==> src/rtl/wb_seg_cache_perf_pkg.sv <==
// wb_perf_pkg: shared types for the MEM/WB segment and its data-cache performance counters
//   perf_sel_e : counter slot / select code (rd-hit, rd-miss, wr-hit, wr-miss)
//   state_e    : access-classification FSM states
package wb_perf_pkg;
   typedef enum logic [1:0] {RD_HIT, RD_MISS, WR_HIT, WR_MISS} perf_sel_e;
   typedef enum logic [1:0] {IDLE, BUSY, DONE} state_e;
   // A store takes the write slots even when a load is requested in the same cycle
   function automatic perf_sel_e perf_slot(input logic wr, input logic miss);
      return perf_sel_e'({wr, miss});
   endfunction
endpackage

==> src/rtl/wb_seg_cache_perf_if.sv <==
// wb_seg_cache_perf_if: data-cache port between the MEM/WB segment (master) and the cache (slave)
//   cache_addr/cache_wdata : request address and store data
//   cache_wr_req/rd_req    : store / load request
//   cache_rdata/cache_miss : returned load data and busy/miss flag
interface wb_seg_cache_perf_if #(parameter int DATA_W = 32);
   logic [DATA_W-1:0] cache_addr, cache_wdata, cache_rdata;
   logic              cache_wr_req, cache_rd_req, cache_miss;
   modport master (output cache_addr, cache_wdata, cache_wr_req, cache_rd_req,
                   input  cache_rdata, cache_miss);
   modport slave  (input  cache_addr, cache_wdata, cache_wr_req, cache_rd_req,
                   output cache_rdata, cache_miss);
endinterface

==> src/rtl/wb_seg_cache_perf_counter.sv <==
// perf_counter_sat: saturating event counter
//   clk, rst (async, active-high) ; inc : count one event ; clr : sync clear, beats inc
//   cnt : current count, sticks at all-ones
module perf_counter_sat #(parameter int CNT_W = 32) (
   input  logic             clk,
   input  logic             rst,
   input  logic             inc,
   input  logic             clr,
   output logic [CNT_W-1:0] cnt
);
   always_ff @(posedge clk or posedge rst)
      if (rst) cnt <= '0;
      else if (clr) cnt <= '0;
      else if (inc && !(&cnt)) cnt <= cnt + 1'b1;
endmodule

==> src/rtl/wb_seg_cache_perf.sv <==
// wb_seg_cache_perf: MEM/WB segment register with data-cache port, stall-stable load data and hit/miss counters
//   clk, rst (async, active-high), en (0 = stall), clear (sync flush of WB regs)
//   MEM inputs : a_m, wd_m, we_m, mem_to_reg_m, result_m, rd_m, reg_write_m
//   cache      : master side of the data-cache port; cache_miss_o mirrors the miss flag for the hazard unit
//   WB outputs : rd_w_data, lbs_w, result_w, rd_w, reg_write_w, mem_to_reg_w
//   perf       : perf_sel picks a counter onto perf_cnt; perf_clr clears all four
module wb_seg_cache_perf
   import wb_perf_pkg::*;
#(
   parameter int DATA_W = 32,
   parameter int RD_W   = 5,
   parameter int RW_W   = 3,
   parameter int CNT_W  = 32
) (
   input  logic                clk,
   input  logic                rst,
   input  logic                en,
   input  logic                clear,
   input  logic [DATA_W-1:0]   a_m,
   input  logic [DATA_W-1:0]   wd_m,
   input  logic [3:0]          we_m,
   input  logic                mem_to_reg_m,
   input  logic [DATA_W-1:0]   result_m,
   input  logic [RD_W-1:0]     rd_m,
   input  logic [RW_W-1:0]     reg_write_m,
   wb_seg_cache_perf_if.master cache,
   output logic                cache_miss_o,
   output logic [DATA_W-1:0]   rd_w_data,
   output logic [1:0]          lbs_w,
   output logic [DATA_W-1:0]   result_w,
   output logic [RD_W-1:0]     rd_w,
   output logic [RW_W-1:0]     reg_write_w,
   output logic                mem_to_reg_w,
   input  logic [1:0]          perf_sel,
   input  logic                perf_clr,
   output logic [CNT_W-1:0]    perf_cnt
);
   logic [DATA_W-1:0] hold_data;
   logic              hold_valid;
   logic              access;
   logic [3:0]        inc;
   logic [CNT_W-1:0]  cnt [4];
   state_e            state;

   assign cache.cache_addr   = a_m;
   assign cache.cache_wdata  = wd_m;
   assign cache.cache_wr_req = |we_m;
   assign cache.cache_rd_req = mem_to_reg_m;
   assign cache_miss_o       = cache.cache_miss;
   assign rd_w_data          = hold_valid ? hold_data : cache.cache_rdata;
   assign access             = cache.cache_rd_req | cache.cache_wr_req;
   // Only IDLE classifies, so each access bumps exactly one counter once
   assign inc = (state == IDLE && access) ? 4'b0001 << perf_slot(cache.cache_wr_req, cache.cache_miss) : 4'b0000;
   assign perf_cnt = cnt[perf_sel];

   always_ff @(posedge clk or posedge rst)
      if (rst) begin
         {lbs_w, result_w, rd_w, reg_write_w, mem_to_reg_w} <= '0;
         hold_data  <= '0;
         hold_valid <= 1'b0;
      end else begin
         if (clear) {lbs_w, result_w, rd_w, reg_write_w, mem_to_reg_w} <= '0;
         else if (en) {lbs_w, result_w, rd_w, reg_write_w, mem_to_reg_w} <= {a_m[1:0], result_m, rd_m, reg_write_m, mem_to_reg_m};
         // Capture the load data on the first stalled edge so WB sees it stable while the cache moves on
         if (clear || en) hold_valid <= 1'b0;
         else if (!hold_valid) begin
            hold_data  <= cache.cache_rdata;
            hold_valid <= 1'b1;
         end
      end

   // A hit taken while stalled goes to DONE so the same access is not re-counted before it retires
   always_ff @(posedge clk or posedge rst)
      if (rst) state <= IDLE;
      else case (state)
         IDLE:    if (access) state <= cache.cache_miss ? BUSY : (en ? IDLE : DONE);
         BUSY:    if (!cache.cache_miss) state <= DONE;
         default: if (en) state <= IDLE;
      endcase

   for (genvar i = 0; i < 4; i++) begin : g_cnt
      perf_counter_sat #(.CNT_W(CNT_W)) u_cnt (
         .clk(clk), .rst(rst), .inc(inc[i]), .clr(perf_clr), .cnt(cnt[i])
      );
   end
endmodule

==> src/flat_wrapper.sv <==
// flat-port wrapper written by rule: the top's interface ports become plain ports
module wb_seg_cache_perf_flat import wb_perf_pkg::*;
#(
   parameter int DATA_W = 32,
   parameter int RD_W   = 5,
   parameter int RW_W   = 3,
   parameter int CNT_W  = 32
)
  (clk, rst, en, clear, a_m, wd_m, we_m, mem_to_reg_m, result_m, rd_m, reg_write_m, cache_miss_o, rd_w_data, lbs_w, result_w, rd_w, reg_write_w, mem_to_reg_w, perf_sel, perf_clr, perf_cnt, cache_cache_addr, cache_cache_wdata, cache_cache_wr_req, cache_cache_rd_req, cache_cache_rdata, cache_cache_miss);
  wb_seg_cache_perf_if #(.DATA_W(DATA_W)) cache_i ();
  input  logic clk;
  input  logic rst;
  input  logic en;
  input  logic clear;
  input  logic [DATA_W-1:0] a_m;
  input  logic [DATA_W-1:0] wd_m;
  input  logic [3:0] we_m;
  input  logic mem_to_reg_m;
  input  logic [DATA_W-1:0] result_m;
  input  logic [RD_W-1:0] rd_m;
  input  logic [RW_W-1:0] reg_write_m;
  output logic cache_miss_o;
  output logic [DATA_W-1:0] rd_w_data;
  output logic [1:0] lbs_w;
  output logic [DATA_W-1:0] result_w;
  output logic [RD_W-1:0] rd_w;
  output logic [RW_W-1:0] reg_write_w;
  output logic mem_to_reg_w;
  input  logic [1:0] perf_sel;
  input  logic perf_clr;
  output logic [CNT_W-1:0] perf_cnt;
  output wire logic [$bits(cache_i.cache_addr)-1:0] cache_cache_addr;
  output wire logic [$bits(cache_i.cache_wdata)-1:0] cache_cache_wdata;
  output wire logic [$bits(cache_i.cache_wr_req)-1:0] cache_cache_wr_req;
  output wire logic [$bits(cache_i.cache_rd_req)-1:0] cache_cache_rd_req;
  input wire logic [$bits(cache_i.cache_rdata)-1:0] cache_cache_rdata;
  input wire logic [$bits(cache_i.cache_miss)-1:0] cache_cache_miss;
  assign cache_cache_addr = cache_i.cache_addr;
  assign cache_cache_wdata = cache_i.cache_wdata;
  assign cache_cache_wr_req = cache_i.cache_wr_req;
  assign cache_cache_rd_req = cache_i.cache_rd_req;
  assign cache_i.cache_rdata = cache_cache_rdata;
  assign cache_i.cache_miss = cache_cache_miss;
  wb_seg_cache_perf #(.DATA_W(DATA_W), .RD_W(RD_W), .RW_W(RW_W), .CNT_W(CNT_W)) u_core (.clk(clk), .rst(rst), .en(en), .clear(clear), .a_m(a_m), .wd_m(wd_m), .we_m(we_m), .mem_to_reg_m(mem_to_reg_m), .result_m(result_m), .rd_m(rd_m), .reg_write_m(reg_write_m), .cache(cache_i), .cache_miss_o(cache_miss_o), .rd_w_data(rd_w_data), .lbs_w(lbs_w), .result_w(result_w), .rd_w(rd_w), .reg_write_w(reg_write_w), .mem_to_reg_w(mem_to_reg_w), .perf_sel(perf_sel), .perf_clr(perf_clr), .perf_cnt(perf_cnt));
endmodule
==> config.mk <==
export PLATFORM = sky130hd
export DESIGN_NAME = wb_seg_cache_perf_flat
export DESIGN_NICKNAME = d
export VERILOG_FILES = /design/src/rtl/wb_seg_cache_perf_pkg.sv /design/src/rtl/wb_seg_cache_perf_if.sv /design/src/rtl/wb_seg_cache_perf_counter.sv /design/src/rtl/wb_seg_cache_perf.sv /design/src/flat_wrapper.sv
export SDC_FILE = /design/constraint.sdc
export NUM_CORES = 1
export LEC_CHECK = 0
export CORE_ASPECT_RATIO = 1.2
export CORE_MARGIN = 1
export CORE_UTILIZATION = 40
export DETAILED_ROUTE_END_ITERATION = 6
export GPL_TIMING_DRIVEN = 1
export PLACE_DENSITY = 0.73
export SLEW_MARGIN = 20
export SYNTH_ARGS = -nofsm -noshare
export SYNTH_HDL_FRONTEND = slang
export SYNTH_SLANG_ARGS = --single-unit
==> constraint.sdc <==
create_clock -name clk -period 16 [get_ports clk]
set_clock_uncertainty 0.15 [all_clocks]
set_input_delay 4.8 -clock clk [delete_from_list [all_inputs] [get_ports clk]]
set_output_delay 4.8 -clock clk [all_outputs]
set_load 0.05 [all_outputs]
Word-level counts from Yosys, hierarchy flattened --
Cells that the tools add are included.
Word-level totals: register bits 206, bits in latches 0, memory bits (writable) 0, memory bits (read-only) 0, output and inout port bits 174, word-level logic and storage cells 76, memories kept 0
Cells by class: add/subtract/negate cells 4, multiply operators 0, divide/modulo/power cells 0, magnitude comparators 1, eq/ne operators 3, shifts and indexed selects 1, multiplexer cells 30, bitwise operators 2, reductions and logical operators 23
Operators by type and width (number):
- 2-to-1 mux 32 bit | 13
- adder 32 x 1 -> 32 bit, second input constant | 4
- AND reduction 32 bit | 4
- binary-select mux 32 bit (select 2 bit) | 1
- 2-to-1 mux 2 bit | 7
- 2-to-1 mux 5 bit | 2
- nonzero test 2 bit | 5
- 2-to-1 mux 3 bit | 2
- logical AND 1 bit | 5
- zero test 1 bit | 4
- 2-to-1 mux 4 bit | 1
- case mux 2 bit (2 select lines) | 1
- OR reduction 4 bit | 1
- left shift 1 x 2 -> 4 bit, first input constant | 1
- >= comparator 3 bit, second input constant | 1
- 2-to-1 mux 1 bit | 3
- NOT 2 -> 3 bit | 1
- AND reduction 3 bit | 1
- nonzero test 3 bit | 1
- equality test 2 x 1 -> 1 bit, second input constant | 1
- zero test 2 bit | 1
- != test 2 x 1 -> 1 bit, second input constant | 1
- != test 2 bit, second input constant | 1
- logical OR 1 bit | 1
- OR 1 bit | 1

Depth between registers and ports, before layout --
Gate-level depths: netlist of the first run.
depth after elaboration 7, depth in mapped cells 8, depth with buffers taken out 6

Cells and area by module --
A second synthesis of the first run with hierarchy kept.
Unflattened totals: cells, all modules 1250, area total of the unflattened synthesis 12189.2 um^2
By module, submodules not included:
- perf_counter_sat | times used 4, cells an instance 203, area each 1840.5 um^2
- wb_seg_cache_perf | times used 1, cells an instance 438, area each 4827.1 um^2

Worst setup path before layout of the first run --
No wires, ideal clock.
kind input-to-output, start point input perf_sel[0], end point output perf_cnt[10], arrival time 6289 ps, slack 4761 ps, cell stages on the path 3, buffers on the path 2, path through clkbuf_1 -> buf_1 -> mux4_2
On the way: longest elaborated chain between the ends 4
RTL lines:
- start: declaration | RTL line flat_wrapper.sv:29 | input logic [1:0] perf_sel;
- NOT 2 -> 3 bit (not written as such) | RTL line wb_seg_cache_perf.sv:54 | assign perf_cnt = cnt[perf_sel];
- binary-select mux 32 bit (select 2 bit) | RTL line wb_seg_cache_perf.sv:54
- 2-to-1 mux 32 bit (not written as such) (2 in series) | RTL line wb_seg_cache_perf.sv:54
- end: declaration | RTL line flat_wrapper.sv:31 | output logic [CNT_W-1:0] perf_cnt;
No other way between the ends. The select of a mux whose other input is x is not followed.

Final worst setup path of the first run --
start point input perf_sel[0], end point output perf_cnt[29]
Same word-level chain as after synthesis.

==> results of run 1 <==
[area by class of cell]
class | count | area [µm²] | share of cell area, %
flip-flops and latches | 206 | 5155 | 35.64
multi-input cells | 864 | 5839 | 40.37
repair buffers | 213 | 2105 | 14.55
clock inverters | 5 | 80.08 | 0.5536
inverters | 24 | 97.59 | 0.6747
clock buffers | 36 | 706.9 | 4.887
well taps | 385 | 481.7 | 3.330
[worst max-delay path by stage]
stage / start / end / slack (ns) / depth (start not counted)
2_1_floorplan: perf_sel[0] / perf_cnt[10] / 4.76 / 3
3_3_place_gp: perf_sel[1] / perf_cnt[26] / 3.82 / 3
3_5_place_dp: perf_sel[1] / perf_cnt[29] / 3.63 / 3
4_1_cts: perf_sel[1] / perf_cnt[29] / 3.61 / 3
5_1_grt: perf_sel[0] / perf_cnt[17] / 4.19 / 4
6_report: perf_sel[0] / perf_cnt[29] / 4.30 / 4
[registers in the layout, indices dropped and copies added, names as in the netlist]
name and count:
u_core.hold_data 32, u_core.mem_to_reg_w 1, u_core.lbs_w 2, u_core.state 2
u_core.result_w 32, u_core.hold_valid 1, u_core.rd_w 5, u_core.g_cnt.u_cnt.cnt 128
u_core.reg_write_w 3
[tightest hold or removal path, cell delays in order, from the launching register on]
cell,delay [ns]
dfrtp_1,0.34
nand2_1,0.05
nand2_1,0.05
[report_power, final]
group | switching (mW) | internal (mW)
combinational | 0.117 | 0.0701
clock | 0.221 | 0.335
sequential | 0.0124 | 0.541
total | 0.350 | 0.946
[kinds of logic after synthesis]
kind of cell	Yosys count	share of synthesized area [%]
AOI/OAI and AO/OA	208	10.69
xor gates and xnor gates	22	1.633
adders and majority gates	4	0.4241
buffers and inverters	153	7.008
DFF	206	43.68
muxes	120	14.02
and+or+nand+nor	510	22.55
[routing by layer]
metal / global-route usage (%) / vias up / routed length, µm
li1: - / 4650 / -
met1: 27.98 / 5016 / 13170
met2: 37.48 / 583 / 16430
met3: 6.954 / 116 / 4191
met4: 11.65 / 2 / 1625
met5: 0 / - / 13
[synthesized netlist by cell type, types with 38 or more instances]
library cell,count
clkbuf_1,47
a21oi_1,87
nor2_1,96
mux2i_1,46
buf_4,66
nand2_1,148
nand3_1,38
nand4_1,44
or4_1,39
dfrtp_1,206
mux2_2,42
or3_1,45
o21ai_0,48
[layout by cell type, fill, tap and decap left out, types with 14 or more instances in the layout]
master           count
dfrtp_1            206
clkdlybuf4s50_1    194
nand2_1            148
nor2_1              96
a21oi_1             87
o21ai_0             48
mux2i_1             46
or3_1               45
nand4_1             44
mux2_2              42
or4_1               39
nand3_1             38
mux4_2              32
o31ai_1             31
clkbuf_16           25
inv_1               22
and4_1              14
nor4_1              14
buf_4               14
==> key figures, run 1 <==
Run status
  • Status: finished, final reports clean

Global route
  • Total GRT Usage: between 20% and 30%
  • First-pass GRT wire length: about 56 mm
  • GR Overflow Total: 0
  • Vias in the first global route: slightly above 10,000
  • Largest net degree at the start of global routing: around 130
  • Antenna violations before repair: 1

Synthesis
  • Cell taking the most area after synthesis: dfrtp_1
  • EDFF count, synth: 0
  • Synthesized flop and latch total: 206
  • Asr flop ratio synth: 100.0%
  • Sequential area share after synthesis: 43.68%
  • Yosys warns: 0
  • Cell count after synthesis: 1,223
  • Cell variety after synth: between 50 and 60
  • Syn avg cell area: roughly 9.6 µm²
  • Synth top area share: between 40% and 50%
  • Area contributors post-synth: dfrtp_1, mux4_2, nand2_1, buf_4, mux2_2
  • Top FF cell, synth: dfrtp_1
  • Post-Syn Area: 0.01180 mm²
  • Mapped Nets: ~1,400

Clocking
  • CTS Buffer Depth: 3
  • Clk sinks: slightly above 200
  • Clk Latency, worst-skew pair: ~0.53 ns
  • Hold Buf Count CTS: 0
  • Post-CTS setup buffer count: 0
  • Root Buffer Master: clkbuf_16
  • Gates resized, CTS repair: 0
  • CTS tree: done
  • H-tree levels: 1
  • Num CTS Buffers: 24
  • Worst-path clk slew: approximately 0.060 ns

Place
  • Pre-CTS WS: 3.626 ns
  • HPWL after detailed placement: approximately 25 mm
  • Dpl cell area: 0.01364 mm²
  • RePlAce Congestion: 0.9870
  • Port buffer count: 198
  • Placed insts: approximately 1,700

Worst hold path
  • Hold Path End: u_core.hold_data[9]
  • Hold Startpoint: u_core.hold_data[9]
  • Worst Hold Path Cells: 2
  • Hold WC Path Type: flip-flop to flip-flop

Setup path
  • WP buf/inv: 3
  • Reg2Reg Launch Point: u_core.g_cnt[0].u_cnt.cnt[2]
  • Reg-to-reg critical path endpoint: u_core.g_cnt[0].u_cnt.cnt[15]
  • Worst-path fanout max: 17
  • CP startpoint kind: input pin
  • Worst path cell trace: buf_2 > buf_16 > mux4_2 > clkdlybuf4s50_1
  • Crit Path Category: input pin to output pin
  • Largest stage delay, worst path: about 0.72 ns
  • Reg2Reg Depth: 5
  • Worst path slowest cell: clkdlybuf4s50_1
  • CP delay by family, top: buffers and inverters
  • Worst reg2reg setup slack: around 13 ns
  • Arr. time, crit path: a little under 7 ns
  • Worst EP required: around 11 ns
  • CP Capture Type: output pin

Layout
  • Final-stage net count: roughly 1,500
  • Final Cell Area: approximately 0.014 mm²
  • Final core occ: approximately half
  • Share of cells above drive strength 1: about 11%
  • Area delta synth->final: 22.57%
  • ANT cells: 0
  • Fin cells: roughly 1,700
  • Filler cells: between 2,000 and 3,000

STA
  • Endpoints failing setup: 0
  • Final Max Slew Viols: 0
  • Worst-margin pin slew: roughly 1.1 ns
  • Setup TNS Final: 0 ns
  • Crit path time final: 11.70 ns
  • Unrepaired setup endpoints after global routing: no
  • Min Hold Slack: approximately 0.32 ns
  • Maximum clock rate: between 80 and 90 MHz
  • Fin crit share: about three quarters
  • Max-slew headroom: 22.55%
  • Final WS setup: around 4.3 ns
  • Final hold vios: 0

Detailed routing
  • Drt pass-1 iters: 6
  • Vias: 10,370
  • Antenna Violating Nets Remaining: 0
  • Routed WL: about 35 mm
  • Initial DRC Count: just over 900
  • Via/cell ratio: between 5 and 6
  • DRC: 0
  • WL per Instance: between 20 and 25 µm

Power
  • Leakage: around 5.7 nW
  • Max VDD drop: ~0.062 mV
  • Power Dens Cells: roughly 90 mW/mm²
  • Pwr Total: between 1 and 1.5 mW

Floorplanning
  • I/O pin count: roughly 320
  • Core ar.: just under 0.03 mm²
  • Die Ht: ~190 µm
  • Die Width: 158.8 µm
  • DIE AREA: a little over 0.03 mm²
  • Starting Density: 40.80%
  • Row cnt: 68

Run
  • Maxcap violations: 0
(Power assumes the default switching activity.)
==> run 2: changes to the inputs <==
==> constraint.sdc (replaced) <==
create_clock -name clk -period 11.17 [get_ports clk]
set_clock_uncertainty 0.15 [all_clocks]
set_input_delay 3.351 -clock clk [delete_from_list [all_inputs] [get_ports clk]]
set_output_delay 3.351 -clock clk [all_outputs]
set_load 0.05 [all_outputs]
==> run 2 against run 1 <==
  * Final cell count about the same
  * Worst hold slack got worse by 0.0022 ns
  * Via count increased by 0.41%
  * Critical path depth unchanged
  * Sequential power increased by 43%
  * Wire length decreased by 0.73%
  * Register-to-register slack got worse by 4.7 ns
  * Final area about the same
  * Clock power increased by 44%
  * Critical path type unchanged
  * Largest power group unchanged
==> key figures, run 2 (synthesis results as in run 1) <==
Detailed routing
  • DRC: 0 (unchanged)
  • Initial DRC Count: 963 (+3.8%)
  • Vias: 10,410 (+0.41%)
  • Drt pass-1 iters: 7 (+1)
  • Routed WL: 35.17 mm (-0.73%)
  • Antenna Violating Nets Remaining: 0 (unchanged)
  • WL per Instance: 20.28 µm (-0.79%)
  • Via/cell ratio: 6.003 (+0.35%)

Clocking
  • H-tree levels: 1 (unchanged)
  • Hold Buf Count CTS: 0 (unchanged)
  • Clk Latency, worst-skew pair: 0.53 ns (about the same)
  • Gates resized, CTS repair: 0 (unchanged)
  • CTS tree: done
  • Root Buffer Master: clkbuf_16
  • Worst-path clk slew: 0.06 ns (about the same)
  • Post-CTS setup buffer count: 0 (unchanged)
  • Num CTS Buffers: 24 (unchanged)
  • CTS Buffer Depth: 3 (unchanged)
  • Clk sinks: 206 (unchanged)

Run
  • Maxcap violations: 0 (unchanged)

Setup path
  • Reg-to-reg critical path endpoint: u_core.g_cnt[0].u_cnt.cnt[28]
  • Worst Setup SP: perf_sel[0]
  • Reg2Reg Depth: 6 (+1)
  • Crit. path cell count: 4 (unchanged)
  • CP delay by family, top: buffers and inverters
  • Crit Path Category: input pin to output pin
  • Worst EP required: 7.67 ns (-3.38 ns)
  • Crit path capture: perf_cnt[29]
  • Worst reg2reg setup slack: 8.20 ns (-4.74 ns)
  • CP Capture Type: output pin
  • WP buf/inv: 3 (unchanged)
  • Reg2Reg Launch Point: u_core.g_cnt[0].u_cnt.cnt[2]
  • Worst path cell trace: buf_2 > buf_16 > mux4_2 > clkdlybuf4s50_1
  • Worst path slowest cell: clkdlybuf4s50_1
  • Worst-path fanout max: 17 (unchanged)
  • CP startpoint kind: input pin
  • Arr. time, crit path: 5.29 ns (-1.46 ns)
  • Largest stage delay, worst path: 0.73 ns (about the same)

Floorplanning
  • Row cnt: 68 (unchanged)
  • Core ar.: 0.02893 mm² (unchanged)
  • Die Width: 158.8 µm (unchanged)
  • I/O pin count: 323 (unchanged)
  • Die Ht: 190.2 µm (unchanged)
  • DIE AREA: 0.03020 mm² (unchanged)
  • Starting Density: 40.80% (unchanged)

STA
  • Fin crit share: between 70% and 80%
  • Final Max Slew Viols: 0 (unchanged)
  • Worst-margin pin slew: 1.085 ns (-0.06160 ns)
  • Maximum clock rate: about 110 MHz
  • Crit path time final: approximately 8.8 ns
  • Max-slew headroom: 26.71% (+4.2 points)
  • Final WS setup: 2.378 ns (-1.924 ns)
  • Min Hold Slack: 0.3196 ns (-0.002160 ns)
  • Unrepaired setup endpoints after global routing: no
  • Endpoints failing setup: 0 (unchanged)
  • Final hold vios: 0 (unchanged)
  • Setup TNS Final: 0 ns (unchanged)

Global route
  • Total GRT Usage: 22.94% (-0.21 points)
  • Vias in the first global route: 10,060 (-0.96%)
  • GR Overflow Total: 0 (unchanged)
  • First-pass GRT wire length: 55.03 mm (-0.96%)
  • Largest net degree at the start of global routing: 133 (unchanged)
  • Antenna violations before repair: 1 (unchanged)

Power
  • Max VDD drop: 0.1019 mV (+65%)
  • Pwr Total: 1.863 mW (+44%)
  • Power Dens Cells: 128.7 mW/mm² (+44%)
  • Leakage: 5.737 nW (+0.17%)

Layout
  • Max FFs per register: 128 (unchanged)
  • Most frequent cells in the layout: dfrtp_1, clkdlybuf4s50_1, nand2_1
  • ANT cells: 0 (unchanged)
  • Final-stage net count: 1,486 (unchanged)
  • Most common cell after layout, fill and taps aside: dfrtp_1
  • Area delta synth->final: 22.67% (about the same)
  • Share of cells above drive strength 1: 11.34% (+0.21 points)
  • Final Cell Area: 0.01448 mm² (about the same)
  • Biggest register: u_core.g_cnt.u_cnt.cnt

Place
  • HPWL after detailed placement: 25.03 mm (about the same)
  • Dpl cell area: 0.01364 mm² (unchanged)
  • Pre-CTS WS: 1.734 ns (-1.892 ns)
  • Port buffer count: 198 (unchanged)
  • RePlAce Congestion: 0.9869 (about the same)

Run status
  • Status: finished, final reports clean

Worst hold path
  • Hold WC Path Type: flip-flop to flip-flop
[run 2: changes by cell type in the layout (fill, tap and decap cells not counted)]
cell      delta
clkbuf_1     -2
clkinv_2     +2
clkinv_4     +1
[run 2: worst min-delay path by stage]
stage / start / slack (ns) / depth (start not counted) / endpoint
2_1_floorplan: u_core.hold_data[17] / 0.29 / 2 / u_core.hold_data[17]
3_3_place_gp: u_core.hold_data[1] / 0.30 / 2 / u_core.hold_data[1]
3_5_place_dp: u_core.hold_data[9] / 0.31 / 2 / u_core.hold_data[9]
4_1_cts: u_core.hold_data[9] / 0.32 / 2 / u_core.hold_data[9]
5_1_grt: u_core.hold_data[1] / 0.34 / 2 / u_core.hold_data[1]
6_report: u_core.hold_data[9] / 0.32 / 2 / u_core.hold_data[9]
[run 2: layout make-up]
type | instances | area, µm²
fillers | 2613 | 14450
clock buffers | 34 | 699.4
well taps | 385 | 481.7
inverters | 24 | 97.59
repair buffers | 213 | 2105
clock inverters | 8 | 98.84
flip-flops and latches | 206 | 5155
multi-input cells | 864 | 5839
[run 2: routing by layer]
metal / GRT usage, % / vias up / share of wire, %
met1: 28.84 / 4986 / 38
met4: 10.64 / 0 / 4.9
met2: 36.83 / 621 / 45
met3: 6.126 / 135 / 12
met5: 0 / - / 0
li1: - / 4667 / -
[run 2: power breakdown]
part	switching, mW	internal (mW)
registers	0.0184	0.774
clock network	0.323	0.481
logic	0.166	0.100
[run 2: worst min-delay path: cells and delay by family, from the launching register on]
family | cells | cell delay (ns)
DFF | 1 | 0.34
and+or+nand+nor | 2 | 0.10
[run 2: per-stage QoR]
step	utilization (%)	cells
finish	50.04	1734
global route	50.04	1734
CTS	49.91	1732
detailed placement	47.15	1690
global placement	47.15	1690
floorplan	-	1223
==> run 3: changes to the inputs <==
==> constraint.sdc (replaced) <==
create_clock -name clk -period 8.4 [get_ports clk]
set_clock_uncertainty 0.15 [all_clocks]
set_input_delay 2.52 -clock clk [delete_from_list [all_inputs] [get_ports clk]]
set_output_delay 2.52 -clock clk [all_outputs]
set_load 0.05 [all_outputs]
==> run 3 against run 2 <==
  * Utilization about the same
  * Critical path depth is 1 lower
  * Clock power up 36%
  * Worst hold slack better by 0.0021 ns
  * Combinational power grew 32%
  * Highest routed layer unchanged
  * Total power up 34%
  * Sequential share of layout area hardly changed
==> key figures, run 3 (synthesis results as in run 1) <==
Layout
  • Max FFs per register: 128 (unchanged)
  • Biggest register: u_core.g_cnt.u_cnt.cnt
  • Most frequent cells in the layout: dfrtp_1, clkdlybuf4s50_1, nand2_1
  • Final Cell Area: 0.01448 mm² (about the same)
  • Area delta synth->final: 22.72% (about the same)
  • Share of cells above drive strength 1: 11.21% (-0.13 points)
  • Most common cell after layout, fill and taps aside: dfrtp_1
  • Final-stage net count: 1,484 (-0.13%)

Global route
  • GR met1 Demand/Resource: 27.77% (-1.1 points)
  • First-pass GRT wire length: 54.73 mm (-0.54%)
  • Vias in the first global route: 10,030 (-0.32%)
  • Met2 GRT Util: 36.52% (-0.30 points)
  • Antenna violations before repair: 0 (-1)
  • Layer with the highest usage: met2
  • Met3 Use GR: 7.543% (+1.4 points)
  • GR Overflow Total: 0 (unchanged)
  • Total GRT Usage: 22.81% (-0.13 points)
  • Largest net degree at the start of global routing: 102 (-23%)

STA
  • Final Max Slew Viols: 0 (unchanged)
  • Min Hold Slack: 0.3217 ns (+0.002118 ns)
  • Endpoints failing setup: 0 (unchanged)
  • Max-slew headroom: 23.64% (-3.1 points)
  • Maximum clock rate: roughly 140 MHz
  • Worst-margin pin slew: 1.131 ns (+0.04655 ns)
  • Setup TNS Final: 0 ns (unchanged)
  • Crit path time final: 7.296 ns
  • Final hold vios: 0 (unchanged)
  • Unrepaired setup endpoints after global routing: no
  • Fin crit share: 86.86%

Clocking
  • Clk sinks: 206 (unchanged)
  • Root Buffer Master: clkbuf_16
  • CTS tree: done
  • Worst-path clk slew: 0.06 ns (about the same)
  • Clk Latency, worst-skew pair: 0.52 ns (about the same)
  • H-tree levels: 1 (unchanged)
  • Gates resized, CTS repair: 0 (unchanged)
  • Hold Buf Count CTS: 0 (unchanged)
  • CTS Buffer Depth: 3 (unchanged)
  • Post-CTS setup buffer count: 0 (unchanged)
  • Num CTS Buffers: 24 (unchanged)

Detailed routing
  • DRC: 0 (unchanged)
  • Antenna Violating Nets Remaining: 0 (unchanged)
  • Via/cell ratio: 5.975 (-0.46%)
  • WL per Instance: 20.16 µm (-0.63%)
  • Routed WL: 34.93 mm (-0.69%)
  • Initial DRC Count: 915 (-5.0%)
  • Vias: 10,360 (-0.52%)
  • Drt pass-1 iters: 6 (-1)

Run
  • Maxcap violations: 0 (unchanged)

Worst hold path
  • Hold WC Path Type: flip-flop to flip-flop

Power
  • Internal power: 1.835 mW (+35%)
  • Register share of total power: 42.2% (-0.4 points)
  • Switching share of power: 26.43% (-0.81 points)
  • Power Dens Cells: 172.3 mW/mm² (+34%)
  • Clock share of power: 43.6% (+0.5 points)
  • Net switching power figure: 659.3 µW (+30%)
  • Leakage: 5.734 nW (about the same)
  • Logic gate share of total power: 14.1% (-0.2 points)
  • Max VDD drop: 0.1660 mV (+63%)

Setup path
  • Worst EP required: 5.73 ns (-1.94 ns)
  • Worst path cell trace: buf_2 > mux4_2 > clkdlybuf4s50_1
  • CP startpoint kind: input pin
  • Arr. time, crit path: 4.63 ns (-0.66 ns)
  • Worst path slowest cell: buf_2
  • Largest stage delay, worst path: 0.74 ns (about the same)
  • Worst-path fanout max: 32 (+15)
  • CP Capture Type: output pin
  • Crit Path Category: input pin to output pin

Floorplanning
  • Die Width: 158.8 µm (unchanged)
  • Core ar.: 0.02893 mm² (unchanged)
  • Starting Density: 40.80% (unchanged)
  • Row cnt: 68 (unchanged)
  • Die Ht: 190.2 µm (unchanged)
  • I/O pin count: 323 (unchanged)
  • DIE AREA: 0.03020 mm² (unchanged)

Place
  • RePlAce Congestion: 1.015 (+2.8%)
  • Dpl cell area: 0.01364 mm² (unchanged)
  • HPWL after detailed placement: 25.11 mm (+0.31%)
  • Port buffer count: 198 (unchanged)

Run status
  • Status: finished, final reports clean
==> run 3: final cells by class <==
cell class	count	area (µm²)
diodes	1	2.502
clock buffers	39	758.2
multi-input cells	864	5852
clock inverters	3	68.82
inverters	24	97.59
well taps	385	481.7
fillers	2649	14450
flip-flops and latches	206	5155
repair buffers	211	2067
==> run 3: worst max-delay path, delay by kind of cell <==
kind / cells / cell delay [ns]
buffers and inverters: 2 / 1.46
multiplexers: 1 / 0.63
==> run 3: power groups by stage <==
| stage | clock network [mW] | logic (mW) | registers, mW |
|---|---|---|---|
| 2_1_floorplan | 0 | 0.267 | 1.11 |
| 3_3_place_gp | 0 | 0.350 | 1.07 |
| 3_5_place_dp | 0 | 0.355 | 1.07 |
| 4_1_cts | 1.11 | 0.357 | 1.05 |
| 5_1_grt | 1.15 | 0.378 | 1.06 |
| 6_report | 1.09 | 0.353 | 1.05 |
==> run 3: metrics by stage <==
| step | util, % | worst slack, ns | power (mW) | instances |
|---|---|---|---|---|
| global route | 50.06 | 0.9661 | 2.582 | 1732 |
| CTS | 50.01 | 1.075 | 2.520 | 1732 |
| finish | 50.06 | 1.104 | 2.495 | 1733 |
| global placement | 47.15 | 1.174 | 1.420 | 1690 |
| floorplan | - | 0.1059 | 1.373 | 1223 |
| detailed placement | 47.15 | 1.075 | 1.425 | 1690 |
==> run 3: final timing paths <==
check	from	end	slack, ns	cells past startpoint
hold reg to reg	u_core.hold_data[2]	u_core.hold_data[2]	0.32	2
max in group asynchronous	rst	u_core.g_cnt[3].u_cnt.cnt[26]	4.33	3
min in group asynchronous	rst	u_core.g_cnt[0].u_cnt.cnt[30]	2.36	2
hold / removal	u_core.hold_data[2]	u_core.hold_data[2]	0.32	2
setup / recovery	perf_sel[0]	perf_cnt[21]	1.10	3
setup reg to reg	u_core.g_cnt[0].u_cnt.cnt[2]	u_core.g_cnt[0].u_cnt.cnt[1]	5.15	6
==> run 3: per-layer routing <==
layer  vias to the layer above  share of wire, %
met3                       116                13
met1                      4958                37
li1                       4652                 -
met4                         0               4.4
met2                       629                45
met5                         -                 0
